File: config.mk
export PLATFORM = sky130hd
export DESIGN_NAME = uart_tx_ctrl
export DESIGN_NICKNAME = d
export VERILOG_FILES = /design/src/rtl/uart_pkg.sv /design/src/rtl/uart_tx_ctrl_baud_tick_counter.sv /design/src/rtl/uart_tx_ctrl.sv
export SDC_FILE = /design/constraint.sdc
export NUM_CORES = 1
export LEC_CHECK = 0
export CORE_MARGIN = 2
export CORE_UTILIZATION = 35
export DETAILED_ROUTE_END_ITERATION = 16
export PLACE_DENSITY = 0.68
export SETUP_SLACK_MARGIN = 0.5
export SYNTH_ARGS = -nofsm -noshare
export SYNTH_HDL_FRONTEND = slang
export SYNTH_SLANG_ARGS = --single-unit
File: constraint.sdc
create_clock -name clk -period 4.2 [get_ports clk]
set_input_delay 0.63 -clock clk [delete_from_list [all_inputs] [get_ports clk]]
set_output_delay 0.63 -clock clk [all_outputs]
set_load 0.02 [all_outputs]
File: src/rtl/uart_pkg.sv
// Shared definitions for the UART datapath: FSM state codes, frame layout
// constants and the baud-divider helper.
package uart_pkg;

  localparam logic [1:0] ST_IDLE = 2'd0;
  localparam logic [1:0] ST_LOAD = 2'd1;
  localparam logic [1:0] ST_SEND = 2'd2;
  localparam logic [1:0] ST_DONE = 2'd3;

  localparam int   FRAME_BITS = 10;
  localparam logic START_BIT  = 1'b0;
  localparam logic STOP_BIT   = 1'b1;

  // Whole clock cycles per serial bit; truncation matches the nominal 434 at 50 MHz/115200.
  function automatic int calc_bit_ticks(input int clk_freq, input int baud);
    return clk_freq / baud;
  endfunction

endpackage

File: src/rtl/uart_tx_ctrl_baud_tick_counter.sv
// Free-running divider that emits a one-cycle tick every BIT_TICKS enabled cycles.
// The tick is registered, so it is predicted one count early.
module baud_tick_counter #(
  parameter int BIT_TICKS = 434
) (
  input  logic clk,
  input  logic rst,
  input  logic clear,
  input  logic enable,
  output logic tick
);

  localparam int CW = $clog2(BIT_TICKS);
  localparam logic [CW-1:0] LAST_CNT = CW'(BIT_TICKS - 1);
  localparam logic [CW-1:0] PRE_CNT  = CW'(BIT_TICKS - 2);

  logic [CW-1:0] cnt_r;
  logic          tick_r;

  // Count enabled cycles, wrapping by explicit compare; raise tick while cnt_r sits at LAST_CNT.
  always_ff @(posedge clk) begin
    if (rst) begin
      cnt_r  <= '0;
      tick_r <= 1'b0;
    end else if (clear) begin
      cnt_r  <= '0;
      tick_r <= 1'b0;
    end else if (enable) begin
      if (cnt_r == LAST_CNT) begin
        cnt_r <= '0;
      end else begin
        cnt_r <= cnt_r + CW'(1);
      end
      tick_r <= (cnt_r == PRE_CNT);
    end else begin
      cnt_r  <= cnt_r;
      tick_r <= 1'b0;
    end
  end

  assign tick = tick_r;

endmodule

File: src/rtl/uart_tx_ctrl.sv
// UART transmit sequencer: captures a byte, loads the 10-bit frame into the
// downstream shift register and paces ten shift pulses at the baud rate.
module uart_tx_ctrl
  import uart_pkg::*;
#(
  parameter int CLK_FREQ  = 50_000_000,
  parameter int BAUD      = 115200,
  parameter int BIT_TICKS = calc_bit_ticks(CLK_FREQ, BAUD)
) (
  input  logic       clk,
  input  logic       rst,
  input  logic       tx_start,
  input  logic [7:0] tx_data,
  output logic [9:0] frame,
  output logic       en_start,
  output logic       en_shift,
  output logic       tx_busy,
  output logic       tx_done
);

  logic [1:0] state_r;
  logic [1:0] state_nxt_s;
  logic [3:0] bit_cnt_r;
  logic [9:0] frame_r;
  logic       en_start_r;
  logic       tx_busy_r;
  logic       tx_done_r;
  logic       tick_s;
  logic       last_bit_s;

  baud_tick_counter #(
    .BIT_TICKS(BIT_TICKS)
  ) u_baud (
    .clk    (clk),
    .rst    (rst),
    .clear  (state_r == ST_LOAD),
    .enable (state_r == ST_SEND),
    .tick   (tick_s)
  );

  assign last_bit_s = (bit_cnt_r == 4'(FRAME_BITS - 1));

  // Next-state decode; SEND leaves only on the tick that carries the tenth shift.
  always_comb begin
    state_nxt_s = state_r;
    case (state_r)
      ST_IDLE: begin
        if (tx_start) begin
          state_nxt_s = ST_LOAD;
        end else begin
          state_nxt_s = ST_IDLE;
        end
      end
      ST_LOAD: state_nxt_s = ST_SEND;
      ST_SEND: begin
        if (tick_s && last_bit_s) begin
          state_nxt_s = ST_DONE;
        end else begin
          state_nxt_s = ST_SEND;
        end
      end
      ST_DONE: state_nxt_s = ST_IDLE;
      default: state_nxt_s = ST_IDLE;
    endcase
  end

  // State, bit counter, frame capture, and status outputs registered from the next state.
  always_ff @(posedge clk) begin
    if (rst) begin
      state_r    <= ST_IDLE;
      bit_cnt_r  <= 4'd0;
      frame_r    <= 10'h3FF;
      en_start_r <= 1'b0;
      tx_busy_r  <= 1'b0;
      tx_done_r  <= 1'b0;
    end else begin
      state_r    <= state_nxt_s;
      en_start_r <= (state_nxt_s == ST_LOAD);
      tx_busy_r  <= (state_nxt_s != ST_IDLE);
      tx_done_r  <= (state_nxt_s == ST_DONE);

      if ((state_r == ST_IDLE) && tx_start) begin
        frame_r <= {STOP_BIT, tx_data, START_BIT};
      end else begin
        frame_r <= frame_r;
      end

      if (state_r == ST_LOAD) begin
        bit_cnt_r <= 4'd0;
      end else if ((state_r == ST_SEND) && tick_s) begin
        bit_cnt_r <= bit_cnt_r + 4'd1;
      end else begin
        bit_cnt_r <= bit_cnt_r;
      end
    end
  end

  assign frame    = frame_r;
  assign en_start = en_start_r;
  assign en_shift = tick_s;
  assign tx_busy  = tx_busy_r;
  assign tx_done  = tx_done_r;

endmodule

Word level (Yosys, flattened, before mapping). Index checks and enable logic that the tools add are counted.

$add $sub $neg: 2. Equality and inequality tests: 8. Mux-type cells: 4. Bitwise logic cells: 1. Reduce and logical (&&, ||, !) cells: 7.

Operator list (count): equality test 9 bit, second input constant (2); adder 9 x 1 -> 9 bit, second input constant (1); 2-to-1 mux 9 bit (1); one-hot mux 2 bit (4 select lines) (1); equality test 2 bit, second input constant (3); adder 4 x 1 -> 4 bit, second input constant (1); equality test 2 x 1 -> 1 bit, second input constant (2); equality test 4 bit, second input constant (1); logical AND 1 bit (3); OR reduction 3 bit (1); zero test 2 bit (1); 2-to-1 mux 1 bit (2); nonzero test 2 bit (1); OR reduction 2 bit (1); inverter 1 bit (1).

Register bits: 28. Input port bits: 11. Output and inout port bits: 14.

Logic depth before layout (Yosys ltp). Gate-level depths: netlist of the first run.

Depth after elaboration: 5. Gate-level depth with buffers: 6. Depth with buffers taken out: 5.

By module. A second synthesis of the first run with hierarchy kept.

Cell total of the unflattened synthesis: 121. Area total of the unflattened synthesis: 1203.7 um^2.

Modules (own cells, without submodules): uart_tx_ctrl (times used 1, cells an instance 70, area each 730.7 um^2); baud_tick_counter (times used 1, cells an instance 51, area each 473.0 um^2).

Least setup slack after synthesis of the first run. No wires, ideal clock.

Path type: input -> register. Start point: input port tx_start. End point: register frame_r[1], in the netlist frame[1]. Library setup time: 0.120 ns. Arrival time: 1.318 ns. Slack: 2.763 ns. Stages: 3. Cell sequence: clkbuf_1 > nand2_1 > a211o_1.

Cells in the longest elaborated chain, start to end: 1.

RTL lines: from (decl) (RTL line uart_tx_ctrl.sv:12) `input logic tx_start,`; logical AND 1 bit (RTL line uart_tx_ctrl.sv:82) `if ((state_r == ST_IDLE) && tx_start) begin`; to (signal assigned) (RTL line uart_tx_ctrl.sv:83) `frame_r <= {STOP_BIT, tx_data, START_BIT};`; to (signal assigned) (RTL line uart_tx_ctrl.sv:85) `frame_r <= frame_r;`; to (decl) (RTL line uart_tx_ctrl.sv:24) `logic [9:0] frame_r;`.

No other way between the ends. A chain may end at the register's enable or synchronous reset.

Worst setup path in the final report of the first run.
Start point: register u_baud.tick_r, in the netlist u_baud.tick. End point: output port en_shift.

RTL lines: from (decl) (RTL line uart_tx_ctrl_baud_tick_counter.sv:18) `logic tick_r;`; from (signal assigned) (RTL line uart_tx_ctrl_baud_tick_counter.sv:34) `tick_r <= (cnt_r == PRE_CNT);`; to (decl) (RTL line uart_tx_ctrl.sv:16) `output logic en_shift,`.

No word-level cell between the ends.

==> impl_metrics.json, run 1 <==
{
  "hp-class": "register to register",
  "hold_viol": 0,
  "holdPathStages": 1,
  "r2r_start": "state_r[0]$_SDFF_PP0_",
  "max_clock_freq_mhz": 488,
  "final_cell_mix": "dfxtp_1 (28), clkdlybuf4s50_1 (23), nor2_1 (10)",
  "grt_use_total": 0.126,
  "critPathMaxStageDelay_ns": 0.64,
  "path_max_fanout": 6,
  "regArea_um2": 561,
  "drt-total-wl_mm": 2.26,
  "synth_seq_cells": 28,
  "yosysSeqAreaShare": 0.468,
  "vias": 924,
  "setup_tns_ns": 0,
  "core_um2": 3310,
  "rsz0062_at_grt": "false",
  "hold_buffers": 0,
  "ant_nets": 0,
  "drive_gt1_frac": 0.0414,
  "required_ns": 3.57,
  "grt_pass1_wl_mm": 4.05,
  "pin_count": 25,
  "grt_max_degree": 16,
  "cts_resized": 0,
  "crit_buf_inv": 1,
  "fin_crit_sh": 0.487,
  "cp_slowest_cell": "clkdlybuf4s50_1",
  "max_slew_margin": 0.635,
  "post_drt_wl_per_cell_um": 11.8,
  "multi_input_area_um2": 586,
  "final_common_cell": "dfxtp_1",
  "drc": 0,
  "dr.pass1.iters": 4,
  "clockBufferDepth": 2,
  "clkSlewWorstSetupHoldPaths_ns": 0.14,
  "setup_violations": 0,
  "p_per_area_nw_per_um2": 337,
  "ys_types": 30,
  "worst_pin_slew_ns": 0.546,
  "post_cts_buffers": 0,
  "crit_type": "register to output port",
  "min_to": "frame[0]$_SDFFE_PP1P_",
  "nets": 166,
  "worst_r2r_endpoint": "u_baud.cnt_r[8]$_SDFFE_PP0N_",
  "synth.avg_cell_area_um2": 9.83,
  "cts_num_sinks": 28,
  "first_global_vias": 968,
  "synth_nets": 142,
  "die_y_um": 62.5,
  "die_w_um": 62.5,
  "drt-initial-drc-count": 26,
  "r2r_cells": 5,
  "h-tree-depth": 1,
  "vias_per_cell": 4.84,
  "period_needed_ns": 2.05,
  "gr-total-overflow": 0,
  "synth_cells": 122,
  "crit_arrival_ns": 1.42,
  "rrSetupSlack_ns": 2.24,
  "outcome": "finished, final reports clean",
  "syn_area_um2": 1200,
  "insertion_delay_ns": 0.31,
  "port-buffer-count": 23,
  "root_buffer": "clkbuf_4",
  "start_util": 0.362,
  "n_antenna_cell": 0,
  "leakage_uw": 0.000602,
  "placed_cell_area_um2": 1460,
  "fin_area_um2": 1500,
  "hp-start": "frame[0]$_SDFFE_PP1P_",
  "cp_top_family": "buffers and inverters",
  "cap_violations": 0,
  "gp_congestion": 0.796,
  "antenna_found_initial": 0,
  "path_cells": "clkdlybuf4s50_1",
  "dp_hpwl_mm": 1.70,
  "fin_worst_skew_ns": 0.00126,
  "end_kind": "output port",
  "tritoncts": "built",
  "ys.warnings.count": 0,
  "slew_viol_final": 0,
  "peakVddDrop_mv": 0.169,
  "dieArea_um2": 3910,
  "syn_to_final_growth_pct": 25.2,
  "crit_path_start_kind": "register",
  "cts_inserted_buffers": 3,
  "nFillCells": 341,
  "rows": 21
}
cells in the mapped netlist:
| cell type | number | area (um2) |
|---|---|---|
| dfxtp_1 | 28 | 561 |
| nor2_1 | 10 | 37.5 |
| ha_1 | 9 | 113 |
| a211o_1 | 8 | 70.1 |
| and3_1 | 8 | 50.1 |
| inv_1 | 7 | 26.3 |
| nand2_1 | 7 | 26.3 |
| a21oi_1 | 6 | 30.0 |
| xor2_1 | 5 | 43.8 |
| o21ai_0 | 4 | 20.0 |
| or3_1 | 4 | 25.0 |
| nand4_1 | 3 | 18.8 |
| buf_4 | 2 | 15.0 |
| clkbuf_1 | 2 | 7.51 |
| nand3_1 | 2 | 10.0 |
| nor3_1 | 2 | 10.0 |
| nor4_1 | 2 | 12.5 |
| a21o_1 | 1 | 7.51 |
| a311oi_1 | 1 | 8.76 |
| a32oi_1 | 1 | 8.76 |
| conb_1 | 1 | 3.75 |
| inv_2 | 1 | 3.75 |
| mux2i_1 | 1 | 10.0 |
| nand4b_1 | 1 | 8.76 |
| nor4bb_1 | 1 | 10.0 |
| o21ba_1 | 1 | 10.0 |
| o31a_1 | 1 | 8.76 |
| o41ai_4 | 1 | 27.5 |
| or2_1 | 1 | 6.26 |
| xnor2_1 | 1 | 8.76 |
how the worst max path moves through the flow:
stage,startpoint,endpoint,slack (ns),cells past startpoint
global route,u_baud.tick$_SDFF_PP0_,en_shift,2.07,1
floorplan,tx_start,frame[1]$_SDFFE_PP1P_,2.76,3
CTS,u_baud.tick$_SDFF_PP0_,en_shift,2.14,1
global placement,rst,u_baud.cnt_r[8]$_SDFFE_PP0N_,2.06,4
detailed placement,rst,u_baud.cnt_r[8]$_SDFFE_PP0N_,2.02,4
finish,u_baud.tick$_SDFF_PP0_,en_shift,2.15,1
cells by family (layout without fill, tap and decap cells):
group                      Yosys count  count (layout)  synth area share
AOI/OAI and AO/OA                   24              24             0.160
muxes                                1               1           0.00835
and+or+nand+nor                     41              41             0.180
buffers and inverters               12              35            0.0438
xor gates and xnor gates             6               6            0.0438
other                                1               1           0.00313
adders and majority gates            9               9            0.0939
DFF                                 28              28             0.468
flip-flops by register name (all words and copies together), names as in the netlist:
signal,flops
state_r,2
en_start,1
tx_busy,1
bit_cnt_r,4
u_baud.tick,1
u_baud.cnt_r,9
tx_done,1
frame,9
area by class of cell:
| class | instances | area share |
|---|---|---|
| repair buffers | 23 | 0.153 |
| flip-flops and latches | 28 | 0.374 |
| well taps | 46 | 0.0384 |
| clock buffers | 4 | 0.0242 |
| inverters | 8 | 0.0200 |
| multi-input cells | 82 | 0.390 |
routing by layer:
| metal | GRT usage | share of wire | up-vias |
|---|---|---|---|
| li1 | - | - | 475 |
| met1 | 0.148 | 0.45 | 426 |
| met2 | 0.220 | 0.49 | 21 |
| met3 | 0.0324 | 0.057 | 2 |
| met4 | 0.0444 | 0.0053 | 0 |
| met5 | 0 | 0 | - |
power breakdown:
part	switching (uW)	total, uW	internal [uW]
registers	7.55	287	280
clock network	73.3	126	52.9
logic	46.7	91.8	45.1
total	128	505	378
per-stage QoR:
step	utilization	worst slack (ns)	cells	total power [uW]	hold WS (ns)
finish	0.453	2.15	191	505	0.486
detailed placement	0.442	2.02	187	385	0.448
global placement	0.442	2.06	187	384	0.455
global route	0.453	2.07	191	536	0.521
CTS	0.453	2.14	191	513	0.486
floorplan	-	2.76	122	346	0.453
Power figures use the tool's default switching activity.
==> inputs of run 2 (changes only) <==
==> constraint.sdc (replaced) <==
create_clock -name clk -period 2.1 [get_ports clk]
set_input_delay 0.315 -clock clk [delete_from_list [all_inputs] [get_ports clk]]
set_output_delay 0.315 -clock clk [all_outputs]
set_load 0.02 [all_outputs]
==> run 2 against run 1 <==
Effect of this change: global-route usage increased by 0.44 points; setup slack got worse by 1.5 ns; sequential power increased by 100%; cell area increased by 2.8%; flip-flop and latch count unchanged; highest routed layer unchanged.
==> impl_metrics.json, run 2 (synthesis results as in run 1) <==
{
  "outcome": "finished, final reports clean",
  "drt-total-wl_mm": 2.44,
  "dp_hpwl_mm": 1.87,
  "post_drt_wl_per_cell_um": 12.5,
  "clockBufferDepth": 2,
  "peakVddDrop_mv": 0.292,
  "leakage_uw": 0.000670,
  "period_needed_ns": 1.49,
  "seqPwrFrac": 0.568,
  "final_common_cell": "dfxtp_1",
  "insertion_delay_ns": 0.32,
  "timing.hold.ws_ns": 0.474,
  "gp_congestion": 0.816,
  "n_antenna_cell": 0,
  "syn_to_final_growth_pct": 28.7,
  "grt_use_total": 0.130,
  "crit_path_start_kind": "register",
  "first_global_vias": 955,
  "multi_input_area_um2": 598,
  "regArea_um2": 562,
  "dieArea_um2": 3910,
  "path_max_fanout": 5,
  "root_buffer": "clkbuf_4",
  "die_w_um": 62.5,
  "p_int_uw": 752,
  "rsz0062_at_grt": "false",
  "crit_type": "register to register",
  "start_util": 0.362,
  "vias_per_cell": 4.95,
  "die_y_um": 62.5,
  "power.clock.fraction": 0.251,
  "drive_gt1_frac": 0.0872,
  "h-tree-depth": 1,
  "slew_viol_final": 0,
  "fin_worst_skew_ns": 0.00165,
  "pre_cts_slack_ns": 0.177,
  "fin_crit_sh": 0.709,
  "antenna_found_initial": 0,
  "cts_inserted_buffers": 3,
  "port-buffer-count": 23,
  "hold_buffers": 0,
  "tritoncts": "built",
  "drc": 0,
  "max_clock_freq_mhz": 671,
  "p_switching_uw": 262,
  "pin_count": 25,
  "nets": 170,
  "required_ns": 2.36,
  "end_kind": "register",
  "crit_arrival_ns": 1.75,
  "setup_violations": 0,
  "p_comb_frac": 0.181,
  "cts_num_sinks": 28,
  "vias": 965,
  "swShare": 0.258,
  "dr.pass1.iters": 4,
  "cap_violations": 0,
  "ant_nets": 0,
  "final_cell_mix": "dfxtp_1 (27), nor2_1 (10), clkdlybuf4s50_1 (10), dlygate4sd2_1 (10)",
  "hold_viol": 0,
  "p_per_area_nw_per_um2": 657,
  "setup_tns_ns": 0,
  "grt_max_degree": 16,
  "finalWorstSetupSlack_ns": 0.610,
  "rows": 21,
  "hp-class": "register to register",
  "core_um2": 3310,
  "nFillCells": 346,
  "grt_pass1_wl_mm": 4.12,
  "drt-initial-drc-count": 28,
  "clkSlewWorstSetupHoldPaths_ns": 0.14,
  "gr-total-overflow": 0
}
run 2: cell types whose count changed in the layout (fill, tap and decap cells not counted), moves of 3 or more:
cell             before  now
dlygate4sd2_1         0   10
buf_4                 0    3
dlymetal6s2s_1        0    3
clkdlybuf4s50_1      23   10
run 2: metrics by stage:
stage | utilization | instances | total power, uW | instance area (um2)
finish | 0.466 | 195 | 1010 | 1540
global route | 0.466 | 195 | 1080 | 1540
CTS | 0.462 | 195 | 1030 | 1530
detailed placement | 0.444 | 188 | 774 | 1470
global placement | 0.444 | 188 | 769 | 1470
floorplan | - | 122 | 693 | 1200
run 2: critical path: stages, from the launching register on:
cell,delay [ns]
dfxtp_1,0.36
inv_2,0.09
ha_4,0.15
buf_4,0.12
nand4_1,0.18
or3_1,0.39
a21oi_1,0.15
run 2: repair_timing:
item,4_1_cts,5_1_grt
buffers inserted,3,0
pin swaps,2,1
gates resized for setup,12,6
endpoints found under the hold margin,0,0
setup endpoints to repair,20,12
gates cloned,0,0
run 2: power by group through the flow:
stage	logic, uW	clock network [uW]	registers, uW
after floorplan	80.4	0	612
after global placement	183	0	585
after detailed placement	188	0	586
after CTS	186	265	575
after global routing	202	297	580
final	184	255	575
run 2: final timing paths:
path,start,to,slack [ns],cells after the start
setup / recovery,state_r[0]$_SDFF_PP0_,u_baud.cnt_r[7]$_SDFFE_PP0N_,0.61,6
hold / removal,frame[0]$_SDFFE_PP1P_,frame[0]$_SDFFE_PP1P_,0.47,1
setup reg to reg,state_r[0]$_SDFF_PP0_,u_baud.cnt_r[7]$_SDFFE_PP0N_,0.61,6
hold reg to reg,frame[0]$_SDFFE_PP1P_,frame[0]$_SDFFE_PP1P_,0.47,1
run 2: cell type report:
cell class / instances / area share
Clock buffer: 4 / 0.0235
Sequential cell: 28 / 0.364
Tap cell: 46 / 0.0373
Multi-Input combinational cell: 82 / 0.388
Inverter: 8 / 0.0195
Timing Repair Buffer: 27 / 0.168
run 2: per-layer routing:
metal	GRT usage	wire length, um
met1	0.139	1040
met2	0.237	1230
met3	0.0360	139
met4	0.0583	27
met5	0	0
==> inputs of run 3 (changes only) <==
--- a/config.mk
+++ b/config.mk
@@ -8,7 +8,7 @@
 export CORE_MARGIN = 2
 export CORE_UTILIZATION = 35
 export DETAILED_ROUTE_END_ITERATION = 16
-export PLACE_DENSITY = 0.68
+export PLACE_DENSITY = 0.71
 export SETUP_SLACK_MARGIN = 0.5
 export SYNTH_ARGS = -nofsm -noshare
 export SYNTH_HDL_FRONTEND = slang
==> constraint.sdc (replaced) <==
create_clock -name clk -period 1.2 [get_ports clk]
set_input_delay 0.18 -clock clk [delete_from_list [all_inputs] [get_ports clk]]
set_output_delay 0.18 -clock clk [all_outputs]
set_load 0.02 [all_outputs]
==> run 3 against run 2 <==
Effect of this change: the flow now finishes with violations (negative setup slack); first-iteration DRC count is 3.6% higher; critical path depth grew 1; core utilization rose by 15 points; sequential share of layout area shrank 7.7 points; clock-buffer cell count did not move; largest power group unchanged.
==> impl_metrics.json, run 3 (synthesis results as in run 1) <==
{
  "finalWorstSetupSlack_ns": -0.242,
  "syn_to_final_growth_pct": 69.4,
  "rows": 21,
  "leakage_uw": 0.000844,
  "p_per_area_nw_per_um2": 990,
  "drive_gt1_frac": 0.541,
  "crit_arrival_ns": 1.69,
  "port-buffer-count": 23,
  "h-tree-depth": 1,
  "root_buffer": "clkbuf_4",
  "antenna_found_initial": 0,
  "r2r_cells": 7,
  "slew_viol_final": 0,
  "rsz0062_at_grt": "true",
  "final_common_cell": "buf_4",
  "insertion_delay_ns": 0.34,
  "vias": 1108,
  "nFillCells": 285,
  "dieArea_um2": 3910,
  "grt_pass1_wl_mm": 4.97,
  "rrSetupSlack_ns": -0.24,
  "n_antenna_cell": 0,
  "end_kind": "register",
  "r2r_start": "state_r[0]$_SDFF_PP0_",
  "gr-total-overflow": 0,
  "max_clock_freq_mhz": 693,
  "crit_path_start_kind": "register",
  "ant_nets": 0,
  "tritoncts": "built",
  "hold_buffers": 0,
  "drt-initial-drc-count": 29,
  "post_drt_wl_per_cell_um": 13.5,
  "dr.pass1.iters": 4,
  "cts_num_sinks": 28,
  "grt_max_degree": 16,
  "cap_violations": 0,
  "violations": "negative setup slack",
  "final_core_util": 0.613,
  "path_max_fanout": 6,
  "setup.worst_path.start": "state_r[0]$_SDFF_PP0_",
  "clkSlewWorstSetupHoldPaths_ns": 0.15,
  "endpoint": "frame[8]$_SDFFE_PP1P_",
  "start_util": 0.362,
  "drc": 0,
  "finalNonFillerCells": 229,
  "cts_inserted_buffers": 3,
  "core_um2": 3310,
  "die_y_um": 62.5,
  "final_cell_mix": "buf_4 (30), buf_6 (21), dfxtp_2 (15)",
  "crit_type": "register to register",
  "die_w_um": 62.5,
  "gp_congestion": 0.747,
  "dp_hpwl_mm": 2.04,
  "hp-class": "register to register",
  "first_global_vias": 1163,
  "required_ns": 1.45,
  "fin_crit_sh": 1.20,
  "placed_cells_incl_taps": 213,
  "nets": 204,
  "fin_worst_skew_ns": 0.00250,
  "setup_violations": 26,
  "grt_use_total": 0.160,
  "vias_per_cell": 4.84,
  "hp-start": "frame[0]$_SDFFE_PP1P_",
  "worst_r2r_endpoint": "frame[8]$_SDFFE_PP1P_",
  "peakVddDrop_mv": 0.689,
  "hold_viol": 0,
  "period_needed_ns": 1.44,
  "outcome": "finished with violations",
  "clockBufferDepth": 2,
  "pin_count": 25,
  "drt-total-wl_mm": 3.10
}
-- run 3: worst min-delay path by stage --
stage                                       end  cells past startpoint
after floorplan           frame[1]$_SDFFE_PP1P_                      1
after global placement    frame[0]$_SDFFE_PP1P_                      1
after detailed placement  frame[0]$_SDFFE_PP1P_                      1
after CTS                 frame[0]$_SDFFE_PP1P_                      1
after global routing      frame[6]$_SDFFE_PP1P_                      1
final                     frame[0]$_SDFFE_PP1P_                      1
-- run 3: worst max-delay path, stage by stage, from the launching register on --
cell and delay (ns):
dfxtp_2 0.36, inv_2 0.05, buf_4 0.13, buf_6 0.11
ha_4 0.17, buf_6 0.14, and3_1 0.17, a211o_1 0.22
-- run 3: routing by layer --
metal	wire length (um)	global-route usage	vias up	share of wire
met4	58	0.0583	0	0.019
li1	-	-	549	-
met3	137	0.0324	7	0.044
met2	1670	0.316	25	0.54
met5	0	0	-	0
met1	1230	0.165	527	0.40
-- run 3: what timing repair did --
| item | 4_1_cts | 5_1_grt |
|---|---|---|
| pin swaps | 16 | 13 |
| endpoints found under the setup margin | 41 | 41 |
| resized for setup | 109 | 18 |
| setup buffers | 8 | 4 |
-- run 3: stage by stage --
stage | setup slack (ns) | cell area, um2 | power (uW) | hold slack [ns] | TNS [ns]
floorplan | -0.170 | 1240 | 1230 | 0.274 | -0.855
global placement | -0.174 | 1700 | 1400 | 0.450 | -3.10
detailed placement | -0.247 | 1700 | 1410 | 0.445 | -4.12
CTS | -0.261 | 1930 | 1960 | 0.484 | -3.60
global route | -0.312 | 2030 | 2110 | 0.512 | -6.26
finish | -0.242 | 2030 | 2010 | 0.483 | -4.21
-- run 3: where the power goes --
| part | internal, uW | switching (uW) |
|---|---|---|
| Combinational | 283 | 230 |
| Clock | 186 | 286 |
| Sequential | 989 | 37.5 |
| Total | 1460 | 553 |
-- run 3: final cells by class --
class | instances | area [um2] | area share
clock buffers | 4 | 36.3 | 0.0179
inverters | 8 | 32.5 | 0.0160
multi-input cells | 82 | 759 | 0.374
flip-flops and latches | 28 | 583 | 0.287
well taps | 46 | 57.6 | 0.0283
repair buffers | 61 | 562 | 0.277
